==> config.mk <==
export PLATFORM = sky130hd
export DESIGN_NAME = vga_scene_renderer_flat
export DESIGN_NICKNAME = d
export VERILOG_FILES = /design/src/rtl/vga_scene_renderer_if.sv /design/src/rtl/vga_scene_renderer.sv /design/src/flat_wrapper.sv
export SDC_FILE = /design/constraint.sdc
export NUM_CORES = 1
export LEC_CHECK = 0
export BUFFER_PORTS_ARGS = -buffer_cell sky130_fd_sc_hd__buf_2
export CAP_MARGIN = 20
export CORE_UTILIZATION = 52
export CTS_CLUSTER_DIAMETER = 50
export DETAILED_ROUTE_END_ITERATION = 8
export PLACE_DENSITY = 0.86
export SLEW_MARGIN = 30
export SYNTH_ARGS = -nofsm -noshare
export SYNTH_HDL_FRONTEND = slang
export SYNTH_SLANG_ARGS = --single-unit
==> constraint.sdc <==
create_clock -name clk -period 2.5 [get_ports clk]
set_input_delay 0.25 -clock clk [delete_from_list [all_inputs] [get_ports clk]]
set_output_delay 0.25 -clock clk [all_outputs]
set_load 0.02 [all_outputs]
==> src/rtl/vga_scene_renderer_if.sv <==
// Bundle of scan position, game state and RGB output between the sync/game logic and the renderer.
// master drives the scan and game state, slave (the renderer) returns colour and frame_start.
interface vga_scene_renderer_if #(
  parameter int R_W = 3,
  parameter int G_W = 3,
  parameter int B_W = 2
);
  logic [9:0]     counter_x;
  logic [9:0]     counter_y;
  logic [9:0]     ball_loc_x;
  logic [9:0]     ball_loc_y;
  logic [9:0]     left_paddle_loc;
  logic [9:0]     right_paddle_loc;
  logic [3:0]     left_score;
  logic [3:0]     right_score;
  logic           goal_pulse;
  logic           goal_side;
  logic           frame_start;
  logic [R_W-1:0] r;
  logic [G_W-1:0] g;
  logic [B_W-1:0] b;

  modport master (
    output counter_x, counter_y, ball_loc_x, ball_loc_y,
    output left_paddle_loc, right_paddle_loc, left_score, right_score,
    output goal_pulse, goal_side,
    input  frame_start, r, g, b
  );

  modport slave (
    input  counter_x, counter_y, ball_loc_x, ball_loc_y,
    input  left_paddle_loc, right_paddle_loc, left_score, right_score,
    input  goal_pulse, goal_side,
    output frame_start, r, g, b
  );
endinterface

==> src/rtl/vga_scene_renderer.sv <==
// Pong scene renderer: per-frame shadowed game state, 2-stage hit/colour pipeline, goal-flash FSM.
// Define SCORE_PIPS_EN to render score pips; without it the scores are ignored.
module vga_scene_renderer #(
  parameter int          R_W                = 3,
  parameter int          G_W                = 3,
  parameter int          B_W                = 2,
  parameter int          H_ACTIVE           = 640,
  parameter int          V_ACTIVE           = 480,
  parameter int          FIELD_X_BEGIN      = 16,
  parameter int          FIELD_X_END        = 623,
  parameter int          FIELD_Y_BEGIN      = 16,
  parameter int          FIELD_Y_END        = 463,
  parameter int          BALL_RADIUS        = 4,
  parameter int          PADDLE_RADIUS      = 32,
  parameter int          PADDLE_THICKNESS   = 8,
  parameter int          LEFT_PADDLE_BEGIN  = 40,
  parameter int          RIGHT_PADDLE_BEGIN = 592,
  parameter int          SCORE_Y            = 4,
  parameter int          LEFT_SCORE_X       = 24,
  parameter int          RIGHT_SCORE_X      = 615,
  parameter int          FLASH_FRAMES       = 32,
  parameter logic [23:0] BORDER_RGB         = 24'h008040,
  parameter logic [23:0] BALL_RGB           = 24'hFFFFFF,
  parameter logic [23:0] LPAD_RGB           = 24'hFF0000,
  parameter logic [23:0] RPAD_RGB           = 24'hC06080,
  parameter logic [23:0] PIP_RGB            = 24'hFFFF00,
  parameter logic [23:0] FLASH_RGB          = 24'hFFFFFF
) (
  input logic                clk,
  input logic                reset,
  vga_scene_renderer_if.slave bus
);

  localparam int CNT_W = (FLASH_FRAMES < 8) ? 3 : $clog2(FLASH_FRAMES + 1);

  localparam logic [9:0]  BALL_X0  = 10'((FIELD_X_BEGIN + FIELD_X_END) / 2);
  localparam logic [9:0]  FIELD_YC = 10'((FIELD_Y_BEGIN + FIELD_Y_END) / 2);
  localparam logic [10:0] BALL_R   = 11'(BALL_RADIUS);
  localparam logic [10:0] PAD_R    = 11'(PADDLE_RADIUS);
  localparam logic [10:0] LPAD_X0  = 11'(LEFT_PADDLE_BEGIN);
  localparam logic [10:0] LPAD_X1  = 11'(LEFT_PADDLE_BEGIN + PADDLE_THICKNESS - 1);
  localparam logic [10:0] RPAD_X0  = 11'(RIGHT_PADDLE_BEGIN);
  localparam logic [10:0] RPAD_X1  = 11'(RIGHT_PADDLE_BEGIN + PADDLE_THICKNESS - 1);
  localparam logic [10:0] HALF_X   = 11'(H_ACTIVE / 2);

  typedef enum logic [1:0] {
    IDLE  = 2'd0,
    ARMED = 2'd1,
    FLASH = 2'd2
  } state_t;

  // Lower bound saturates at zero so objects near the left/top edge never wrap.
  function automatic logic [10:0] lo_bound(input logic [9:0] loc, input logic [10:0] rad);
    logic [10:0] l;
    l = {1'b0, loc};
    return (l < rad) ? 11'd0 : (l - rad);
  endfunction

  function automatic logic [10:0] hi_bound(input logic [9:0] loc, input logic [10:0] rad);
    return {1'b0, loc} + rad;
  endfunction

  function automatic logic in_span(input logic [10:0] v, input logic [10:0] lo,
                                   input logic [10:0] hi);
    return (v >= lo) && (v <= hi);
  endfunction

  logic [9:0] sh_ball_x;
  logic [9:0] sh_ball_y;
  logic [9:0] sh_lpad;
  logic [9:0] sh_rpad;
  logic       frame_start_p1;
  logic       latch;

  state_t             state_q, state_d;
  logic [CNT_W-1:0]   cnt_q, cnt_d;
  logic               side_q, side_d;
  logic               flash_on;

  logic [10:0] x11, y11;
  logic        ball_hit, lpad_hit, rpad_hit, pip_hit, border_hit, flash_hit;

  logic [9:0]  x_p1, y_p1;
  logic        vld_p1;
  logic        ball_p1, lpad_p1, rpad_p1, pip_p1, border_p1, flash_p1;
  logic [23:0] rgb_sel;

  logic [R_W-1:0] r_p2;
  logic [G_W-1:0] g_p2;
  logic [B_W-1:0] b_p2;

  assign latch = (bus.counter_x == 10'd0) && (bus.counter_y == 10'(V_ACTIVE));
  assign x11   = {1'b0, bus.counter_x};
  assign y11   = {1'b0, bus.counter_y};

  always_ff @(posedge clk or negedge reset) begin
    if (!reset) begin
      sh_ball_x      <= BALL_X0;
      sh_ball_y      <= FIELD_YC;
      sh_lpad        <= FIELD_YC;
      sh_rpad        <= FIELD_YC;
      frame_start_p1 <= 1'b0;
    end else begin
      frame_start_p1 <= latch;
      if (latch) begin
        sh_ball_x <= bus.ball_loc_x;
        sh_ball_y <= bus.ball_loc_y;
        sh_lpad   <= bus.left_paddle_loc;
        sh_rpad   <= bus.right_paddle_loc;
      end
    end
  end

`ifdef SCORE_PIPS_EN
  logic [3:0] sh_lscore, sh_rscore;
  logic [9:0] loff, roff;
  logic       pip_row;

  always_ff @(posedge clk or negedge reset) begin
    if (!reset) begin
      sh_lscore <= 4'd0;
      sh_rscore <= 4'd0;
    end else if (latch) begin
      sh_lscore <= bus.left_score;
      sh_rscore <= bus.right_score;
    end
  end

  // Pip n occupies offsets 8n..8n+5; offsets past 127 would alias back onto pip 0.
  function automatic logic pip_lit(input logic [9:0] off, input logic [3:0] score);
    return (off[9:7] == 3'd0) && (off[6:3] < score) && (off[2:0] < 3'd6);
  endfunction

  assign loff    = bus.counter_x - 10'(LEFT_SCORE_X);
  assign roff    = 10'(RIGHT_SCORE_X) - bus.counter_x;
  assign pip_row = (y11 >= 11'(SCORE_Y)) && (y11 <= 11'(SCORE_Y + 3));
  assign pip_hit = pip_row &&
                   (((x11 >= 11'(LEFT_SCORE_X)) && pip_lit(loff, sh_lscore)) ||
                    ((x11 <= 11'(RIGHT_SCORE_X)) && pip_lit(roff, sh_rscore)));
`else
  logic unused_pip_cfg;
  assign unused_pip_cfg = ^{bus.left_score, bus.right_score,
                            10'(SCORE_Y), 10'(LEFT_SCORE_X), 10'(RIGHT_SCORE_X)};
  assign pip_hit = 1'b0;
`endif

  always_ff @(posedge clk or negedge reset) begin
    if (!reset) begin
      state_q <= IDLE;
      cnt_q   <= '0;
      side_q  <= 1'b0;
    end else begin
      state_q <= state_d;
      cnt_q   <= cnt_d;
      side_q  <= side_d;
    end
  end

  // A goal pulse always wins over a simultaneous frame latch and restarts the sequence.
  always_comb begin
    state_d = state_q;
    cnt_d   = cnt_q;
    side_d  = side_q;
    if (bus.goal_pulse) begin
      state_d = ARMED;
      side_d  = bus.goal_side;
    end else if (latch) begin
      case (state_q)
        ARMED: begin
          if (FLASH_FRAMES == 0) begin
            state_d = IDLE;
          end else begin
            state_d = FLASH;
            cnt_d   = CNT_W'(FLASH_FRAMES);
          end
        end
        FLASH: begin
          cnt_d = cnt_q - CNT_W'(1);
          if (cnt_q <= CNT_W'(1)) begin
            state_d = IDLE;
            cnt_d   = '0;
          end
        end
        default: state_d = state_q;
      endcase
    end
  end

  assign flash_on = (state_q == FLASH) && cnt_q[2];

  assign ball_hit   = in_span(x11, lo_bound(sh_ball_x, BALL_R), hi_bound(sh_ball_x, BALL_R)) &&
                      in_span(y11, lo_bound(sh_ball_y, BALL_R), hi_bound(sh_ball_y, BALL_R));
  assign lpad_hit   = in_span(x11, LPAD_X0, LPAD_X1) &&
                      in_span(y11, lo_bound(sh_lpad, PAD_R), hi_bound(sh_lpad, PAD_R));
  assign rpad_hit   = in_span(x11, RPAD_X0, RPAD_X1) &&
                      in_span(y11, lo_bound(sh_rpad, PAD_R), hi_bound(sh_rpad, PAD_R));
  assign border_hit = (x11 < 11'(FIELD_X_BEGIN)) || (x11 > 11'(FIELD_X_END)) ||
                      (y11 < 11'(FIELD_Y_BEGIN)) || (y11 > 11'(FIELD_Y_END));
  assign flash_hit  = flash_on && (side_q ? (x11 >= HALF_X) : (x11 < HALF_X));

  // Stage 1: coordinate and hit flags
  always_ff @(posedge clk or negedge reset) begin
    if (!reset) vld_p1 <= 1'b0;
    else        vld_p1 <= 1'b1;
  end

  always_ff @(posedge clk) begin
    x_p1      <= bus.counter_x;
    y_p1      <= bus.counter_y;
    ball_p1   <= ball_hit;
    lpad_p1   <= lpad_hit;
    rpad_p1   <= rpad_hit;
    pip_p1    <= pip_hit;
    border_p1 <= border_hit;
    flash_p1  <= flash_hit;
  end

  always_comb begin
    rgb_sel = 24'h000000;
    if (!vld_p1 || (x_p1 >= 10'(H_ACTIVE)) || (y_p1 >= 10'(V_ACTIVE))) begin
      rgb_sel = 24'h000000;
    end else if (rpad_p1) begin
      rgb_sel = RPAD_RGB;
    end else if (lpad_p1) begin
      rgb_sel = LPAD_RGB;
    end else if (ball_p1) begin
      rgb_sel = BALL_RGB;
    end else if (pip_p1) begin
      rgb_sel = PIP_RGB;
    end else if (border_p1) begin
      rgb_sel = flash_p1 ? FLASH_RGB : BORDER_RGB;
    end
  end

  // Stage 2: colour register, top bits of each 8-bit channel
  always_ff @(posedge clk or negedge reset) begin
    if (!reset) begin
      r_p2 <= '0;
      g_p2 <= '0;
      b_p2 <= '0;
    end else begin
      r_p2 <= rgb_sel[23 -: R_W];
      g_p2 <= rgb_sel[15 -: G_W];
      b_p2 <= rgb_sel[7 -: B_W];
    end
  end

  assign bus.r           = r_p2;
  assign bus.g           = g_p2;
  assign bus.b           = b_p2;
  assign bus.frame_start = frame_start_p1;

endmodule

==> src/flat_wrapper.sv <==
// flat-port wrapper written by rule: the top's interface ports become plain ports
module vga_scene_renderer_flat 
#(
  parameter int          R_W                = 3,
  parameter int          G_W                = 3,
  parameter int          B_W                = 2,
  parameter int          H_ACTIVE           = 640,
  parameter int          V_ACTIVE           = 480,
  parameter int          FIELD_X_BEGIN      = 16,
  parameter int          FIELD_X_END        = 623,
  parameter int          FIELD_Y_BEGIN      = 16,
  parameter int          FIELD_Y_END        = 463,
  parameter int          BALL_RADIUS        = 4,
  parameter int          PADDLE_RADIUS      = 32,
  parameter int          PADDLE_THICKNESS   = 8,
  parameter int          LEFT_PADDLE_BEGIN  = 40,
  parameter int          RIGHT_PADDLE_BEGIN = 592,
  parameter int          SCORE_Y            = 4,
  parameter int          LEFT_SCORE_X       = 24,
  parameter int          RIGHT_SCORE_X      = 615,
  parameter int          FLASH_FRAMES       = 32,
  parameter logic [23:0] BORDER_RGB         = 24'h008040,
  parameter logic [23:0] BALL_RGB           = 24'hFFFFFF,
  parameter logic [23:0] LPAD_RGB           = 24'hFF0000,
  parameter logic [23:0] RPAD_RGB           = 24'hC06080,
  parameter logic [23:0] PIP_RGB            = 24'hFFFF00,
  parameter logic [23:0] FLASH_RGB          = 24'hFFFFFF
)
  (clk, reset, bus_counter_x, bus_counter_y, bus_ball_loc_x, bus_ball_loc_y, bus_left_paddle_loc, bus_right_paddle_loc, bus_left_score, bus_right_score, bus_goal_pulse, bus_goal_side, bus_frame_start, bus_r, bus_g, bus_b);
  vga_scene_renderer_if #(.R_W(R_W), .G_W(G_W), .B_W(B_W)) bus_i ();
  input logic clk;
  input logic reset;
  input wire logic [$bits(bus_i.counter_x)-1:0] bus_counter_x;
  input wire logic [$bits(bus_i.counter_y)-1:0] bus_counter_y;
  input wire logic [$bits(bus_i.ball_loc_x)-1:0] bus_ball_loc_x;
  input wire logic [$bits(bus_i.ball_loc_y)-1:0] bus_ball_loc_y;
  input wire logic [$bits(bus_i.left_paddle_loc)-1:0] bus_left_paddle_loc;
  input wire logic [$bits(bus_i.right_paddle_loc)-1:0] bus_right_paddle_loc;
  input wire logic [$bits(bus_i.left_score)-1:0] bus_left_score;
  input wire logic [$bits(bus_i.right_score)-1:0] bus_right_score;
  input wire logic [$bits(bus_i.goal_pulse)-1:0] bus_goal_pulse;
  input wire logic [$bits(bus_i.goal_side)-1:0] bus_goal_side;
  output wire logic [$bits(bus_i.frame_start)-1:0] bus_frame_start;
  output wire logic [$bits(bus_i.r)-1:0] bus_r;
  output wire logic [$bits(bus_i.g)-1:0] bus_g;
  output wire logic [$bits(bus_i.b)-1:0] bus_b;
  assign bus_i.counter_x = bus_counter_x;
  assign bus_i.counter_y = bus_counter_y;
  assign bus_i.ball_loc_x = bus_ball_loc_x;
  assign bus_i.ball_loc_y = bus_ball_loc_y;
  assign bus_i.left_paddle_loc = bus_left_paddle_loc;
  assign bus_i.right_paddle_loc = bus_right_paddle_loc;
  assign bus_i.left_score = bus_left_score;
  assign bus_i.right_score = bus_right_score;
  assign bus_i.goal_pulse = bus_goal_pulse;
  assign bus_i.goal_side = bus_goal_side;
  assign bus_frame_start = bus_i.frame_start;
  assign bus_r = bus_i.r;
  assign bus_g = bus_i.g;
  assign bus_b = bus_i.b;
  vga_scene_renderer #(.R_W(R_W), .G_W(G_W), .B_W(B_W), .H_ACTIVE(H_ACTIVE), .V_ACTIVE(V_ACTIVE), .FIELD_X_BEGIN(FIELD_X_BEGIN), .FIELD_X_END(FIELD_X_END), .FIELD_Y_BEGIN(FIELD_Y_BEGIN), .FIELD_Y_END(FIELD_Y_END), .BALL_RADIUS(BALL_RADIUS), .PADDLE_RADIUS(PADDLE_RADIUS), .PADDLE_THICKNESS(PADDLE_THICKNESS), .LEFT_PADDLE_BEGIN(LEFT_PADDLE_BEGIN), .RIGHT_PADDLE_BEGIN(RIGHT_PADDLE_BEGIN), .SCORE_Y(SCORE_Y), .LEFT_SCORE_X(LEFT_SCORE_X), .RIGHT_SCORE_X(RIGHT_SCORE_X), .FLASH_FRAMES(FLASH_FRAMES), .BORDER_RGB(BORDER_RGB), .BALL_RGB(BALL_RGB), .LPAD_RGB(LPAD_RGB), .RPAD_RGB(RPAD_RGB), .PIP_RGB(PIP_RGB), .FLASH_RGB(FLASH_RGB)) u_core (.clk(clk), .reset(reset), .bus(bus_i));
endmodule
==> impl_results.md, run 1 <==
- Synth top area share: around 22%
- Status: finished, final reports clean
- Routed Antenna Nets: 0
- Post-Syn Instances: 640
- Largest net degree at the start of global routing: 56
- GRT Resource Usage Total: 28.0%
- Tightest Pin Transition: ~580 ps
- RePlAce Congestion: about 0.88
- Most used cell, CP: inv_1
- DR DRC count: 0
- Post-Route WL: 14300 um
- Register area share after synthesis: approximately a third
- Worst min-delay path class: primary input to flip-flop
- Number of global-route vias before repair: ~4900
- Vias per cell: 5.87
- Period utilisation layout: approximately 98%
- Max H-tree Level: 3
- Syn_area_per_cell: approximately 8.3 sq um
- Die area: 0.0106 sq mm
- TritonRoute pass-1 iters: 5
- Top cells by count, synth: nand2_1, ha_1, a21oi_1, o21ai_0, inv_1
- CTS buffer count: 9
- Pwr/cell area: 401 mW/mm^2
- Root Driver: clkbuf_8
- Top-Level Pins: around 80
- Largest stage delay, worst path: between 500 and 600 ps
- DIE WIDTH: 103 um
- Cell variety after synth: 50
- CP required: approximately 2800 ps
- Routed len/inst: 16.4 um
- Most used standard cell by instance count after synthesis: nand2_1
- CP Launch Type: flip-flop
- Syn nets: roughly 800
- Crit path time final: 2460 ps
- Peak supply drop: roughly 0.00022 V
- Ratio of cells with drive above 1 in the final layout: around 24%
- Largest area contributor in the netlist: ha_1
- Final Max Tran Viols: 0
- CTS sink cnt: 68
- CP Capture Type: flip-flop
- NumNets Final: 894
- CTS clk-pin slew, worst paths: ~90 ps
- TritonCTS clock tree: yes
- # fillers: roughly 800
- Slew margin rel.: 60.1%
- Final-report hold violation count: 0
- Place WS: -72.0 ps
- Max Clk Rate: ~400 MHz
- Initial antenna violation count: 0
- Core Region: around 0.0098 sq mm
- WP data arrival: between 2000 and 3000 ps
- Initial core utilization: 53.8%
- Pleak: 3.13 nW
- IO buf count: just over 70
- Final HPWL DP: about 10000 um
- Max_cap viols: 0
- Final setup margin: about 44 ps
- Synth Cell Area: roughly 0.0053 sq mm
- Row cnt: 36
- Async S/R FF share, synth: around four fifths
- Number of placed cells counting well taps: 844
- Initial drt markers: 330
- Area of the multi-input gates: approximately 0.0035 sq mm
- Storage element area: 0.00167 sq mm
- Critical path class: flip-flop to flip-flop
- Most frequently used flop master after synthesis: dfstp_2
- Non-filler cells, final: slightly below 900
- Inserted Diodes: 0
- Die Y: 103 um
- Syn. warnings: 0
- Post-synth EDFFs: 0
- Endpoints failing setup: 0
- Sequence of cells on the critical path: inv_1, ha_2, inv_1, ha_1, nand4_1, a21oi_1, nor4_1, nor2_1, o31ai_1, o311a_1
- Ranking of synthesized cells by area: ha_1, dfstp_2, dfrtp_1, nand2_1, dfxtp_1
- DR vias: roughly 5000
- Gr ovfl total: 0
- Worst-path maximum fanout: 4
- Worst-Skew Late Latency: around 360 ps
- First-pass GRT wire length: around 23000 um
- Max clock buf depth: 2
- Yosys reg bits: 68
- Critical path's slowest cell: dfstp_2
- Area Growth Syn to Fin: 20.1%
- Worst Skew: ~9.7 ps
worst max-delay path: cells and delay by family (launching register included):
family / cells / cell delay [ps]
DFF: 1 / 570
adders and majority gates: 2 / 600
and+or+nand+nor: 3 / 620
buffers and inverters: 2 / 120
AOI/OAI and AO/OA: 3 / 500
flip-flops by register name, summed over array words and instances, names as in the netlist, 2 cells and up:
name,cells
u_core.state_q,2
u_core.sh_ball_x,10
u_core.sh_lpad,10
u_core.y_p1,5
u_core.sh_rpad,10
u_core.x_p1,3
u_core.sh_ball_y,10
u_core.bus.r,2
u_core.cnt_q,6
per-stage QoR:
stage / utilization (%) / area (sq um) / total power [W] / setup TNS [ps] / hold slack [ps]
6_report: 64.6 / 6350 / 0.00254 / 0 / 67.4
5_1_grt: 64.6 / 6350 / 0.00264 / -245 / 70.5
4_1_cts: 63.1 / 6190 / 0.00254 / 0 / 62.2
2_1_floorplan: - / 5290 / 0.00126 / 0 / -45.6
3_3_place_gp: 60.3 / 5920 / 0.00139 / 0 / 264
3_5_place_dp: 60.3 / 5920 / 0.00141 / -72.0 / 270
metal layers:
layer	track usage [%]	wire (um)	vias to the layer above
met3	5.69	904	60
met4	14.1	520	0
li1	-	-	2400
met5	0	0	-
met1	34.1	5930	2409
met2	47.1	6910	225
path summary, 6_finish.rpt:
check,from,end,slack (ps),cells past startpoint
worst min-delay path,bus_right_paddle_loc[0],u_core.sh_rpad[0],70,3
worst min register to register,u_core.sh_lpad[0],u_core.sh_lpad[0],470,2
max in group asynchronous,reset,u_core.sh_ball_y[7],1780,3
worst max register to register,u_core.sh_rpad[6],u_core.rpad_p1,40,10
worst max-delay path,u_core.sh_rpad[6],u_core.rpad_p1,40,10
min in group asynchronous,reset,u_core.sh_rpad[8],410,3
cells by family after synthesis:
kind of cell	Yosys count	share of synthesized area, %
buffers and inverters	62	4.74
AO/OA/AOI/OAI	111	12.5
flip-flops	68	31.6
multiplexers	2	0.426
other	1	0.0710
AND/OR/NAND/NOR	273	23.7
adder cells (fa/ha/maj)	92	21.8
XOR/XNOR	31	5.14
cell usage in the layout (no fill, tap or decap), types with 4 or more instances in the layout:
master | synthesis | final
o31ai_1 | 7 | 7
nor3_1 | 20 | 15
a21oi_1 | 36 | 34
nor2_1 | 30 | 29
o21ai_0 | 36 | 32
nand2b_1 | 12 | 10
buf_4 | 4 | 33
nand4_1 | 10 | 10
a211oi_1 | 6 | 6
dfrtp_1 | 27 | 26
nor2b_1 | 4 | 4
o21ai_1 | 0 | 4
nor3_2 | 0 | 4
nand3b_1 | 4 | 4
inv_1 | 33 | 33
dfxtp_1 | 13 | 13
ha_1 | 92 | 88
nor4_1 | 6 | 5
nand3_2 | 1 | 4
xor2_1 | 18 | 18
clkbuf_8 | 0 | 9
nand2_1 | 137 | 137
buf_2 | 2 | 72
dfstp_2 | 28 | 28
nand3_1 | 32 | 29
xnor2_1 | 13 | 13
o22ai_1 | 4 | 4
area by class of cell:
cell class | count | area share [%]
flip-flops and latches | 68 | 26.4
clock inverters | 7 | 1.95
well taps | 133 | 2.62
multi-input cells | 510 | 54.8
clock buffers | 9 | 1.95
repair buffers | 108 | 10.4
inverters | 33 | 1.95
report_power, final:
part           switching [W]  internal (W)
clock               0.000470      0.000669
sequential        0.00000488       0.00111
combinational       0.000166      0.000121
total               0.000642       0.00190
timing repair:
item                                   CTS  global route
setup endpoints to repair                3             3
gates resized for setup                  3            28
buffers inserted                         0             7
hold buffers                             1             0
pin swaps                                0            13
endpoints found under the hold margin   27             0
(Power assumes the default switching activity.)
==> run 2, diff against run 1 <==
Settings changed: RECOVER_POWER set to 25, TNS_END_PERCENT set to 1.
==> impl_results.md, run 2 (same netlist as run 1, synthesis figures left out) <==
- First-pass GRT wire length: ~23000 um
- DR DRC count: 0
- WP data arrival: 2770 ps
- Initial core utilization: between 50% and 60%
- Vias per cell: roughly 5.9
- Routed Antenna Nets: 0
- # fillers: 795
- Most frequent cells in the layout: nand2_1, ha_1, buf_2
- IO buf count: 72
- Fin util: between 60% and 70%
- Status: finished, final reports clean
- Period utilisation layout: a little over nine tenths
- Peak supply drop: about 0.00022 V
- Gr ovfl total: 0
- Inserted Diodes: 0
- Initial antenna violation count: 0
- Max Clk Rate: 407 MHz
- Max clock buf depth: 2
- Storage element area: ~0.0017 sq mm
- DR vias: just over 5000
- CTS buffer count: 9
- Max_cap viols: 0
- Final-report hold violation count: 0
- Worst-Skew Late Latency: 360 ps
- CP Launch Type: flip-flop
- GRT Resource Usage Total: ~28%
- TritonRoute pass-1 iters: 5
- PnR Total Power: between 0.002 and 0.003 W
- Root Driver: clkbuf_8
- Die Y: roughly 100 um
- Largest net degree at the start of global routing: between 50 and 60
- Routed len/inst: ~16 um
- R2r worst-path depth: 10
- Post-Route WL: approximately 14000 um
- Top-Level Pins: 81
- RePlAce Congestion: slightly below 0.9
- Worst min-delay path class: primary input to flip-flop
- Area of the multi-input gates: roughly 0.0035 sq mm
- Tightest Pin Transition: ~1400 ps
- Area Growth Syn to Fin: 19.6%
- Die area: ~0.011 sq mm
- Most common cell after layout, fill and taps aside: nand2_1
- Crit path time final: between 2000 and 2500 ps
- Setup TNS: 0 ps
- Initial drt markers: between 300 and 400
- CP Capture Type: flip-flop
- Final HPWL DP: between 10000 and 15000 um
- Number of global-route vias before repair: just under 5000
- Ratio of cells with drive above 1 in the final layout: a little under a quarter
- Pleak: approximately 3.1 nW
- CTS clk-pin slew, worst paths: around 90 ps
- TritonCTS clock tree: yes
- Final Max Tran Viols: 0
- Worst Skew: between 9 and 10 ps
- Pwr/cell area: approximately 400 mW/mm^2
- Core Region: 0.00982 sq mm
- Critical path class: flip-flop to flip-flop
- Worst-path maximum fanout: 4
- Max H-tree Level: 3
- Row cnt: 36
- Slew margin rel.: under 10%
- Min-Delay Path Depth: 3
- CTS sink cnt: a little under 70
- NumNets Final: between 800 and 900
- Endpoints failing setup: 0
- CP required: 2810 ps
- DIE WIDTH: 103 um
-- run 2: final cells by class --
cell class                 count  area share, %
clock buffer                   9           1.96
clock inverter                 7           1.96
inverter                      33           1.96
multi-input combinational    510           55.0
sequential                    68           26.5
tap                          133           2.63
timing repair buffer         108           9.98
-- run 2: final timing paths --
| kind | start | endpoint | slack [ps] |
|---|---|---|---|
| max | u_core.sh_rpad[6] | u_core.rpad_p1 | 40 |
| max reg2reg | u_core.sh_rpad[6] | u_core.rpad_p1 | 40 |
| min reg2reg | u_core.sh_lpad[0] | u_core.sh_lpad[0] | 470 |
| min in group asynchronous | reset | u_core.sh_rpad[8] | 820 |
| min | bus_right_paddle_loc[0] | u_core.sh_rpad[0] | 70 |
| max in group asynchronous | reset | u_core.sh_ball_y[4] | 760 |
-- run 2: worst max-delay path, cell delays in order, from the launching register on --
cell     delay (ps)
dfstp_2         570
inv_1            60
ha_2            310
inv_1            50
ha_1            290
nand4_1         130
a21oi_1          70
nor4_1          350
nor2_1          130
o31ai_1         230
o311a_1         210
-- run 2: repair_timing --
item                       4_1_cts  5_1_grt
setup endpoints to repair        3        3
gates resized for setup          3       28
buffers inserted                 0        7
hold endpoints to repair        27        0
pin swaps                        0       13
hold buffers                     1        0
-- run 2: through the flow --
step	hold WS, ps	area [sq um]	std cells	setup WS (ps)
3_5_place_dp	270	5920	844	-72.0
4_1_cts	62.2	6190	861	1.47
6_report	67.8	6320	868	42.5
2_1_floorplan	-45.6	5290	640	53.2
3_3_place_gp	264	5920	844	57.5
5_1_grt	70.5	6320	868	-182
-- run 2: where the power goes --
group / total [W] / leakage (nW) / switching (W) / internal, W
logic: 0.000282 / 2.23 / 0.000166 / 0.000115
clock network: 0.00114 / 0.120 / 0.000467 / 0.000669
registers: 0.00112 / 0.750 / 0.00000487 / 0.00111
total: 0.00253 / 3.10 / 0.000638 / 0.00190
-- run 2: per-layer routing --
layer	GRT usage, %	up-vias	share of wire (%)
li1	-	2403	-
met1	34.1	2419	41
met2	47.1	240	49
met3	5.69	61	6.6
met4	14.1	0	3.7
met5	0	-	0
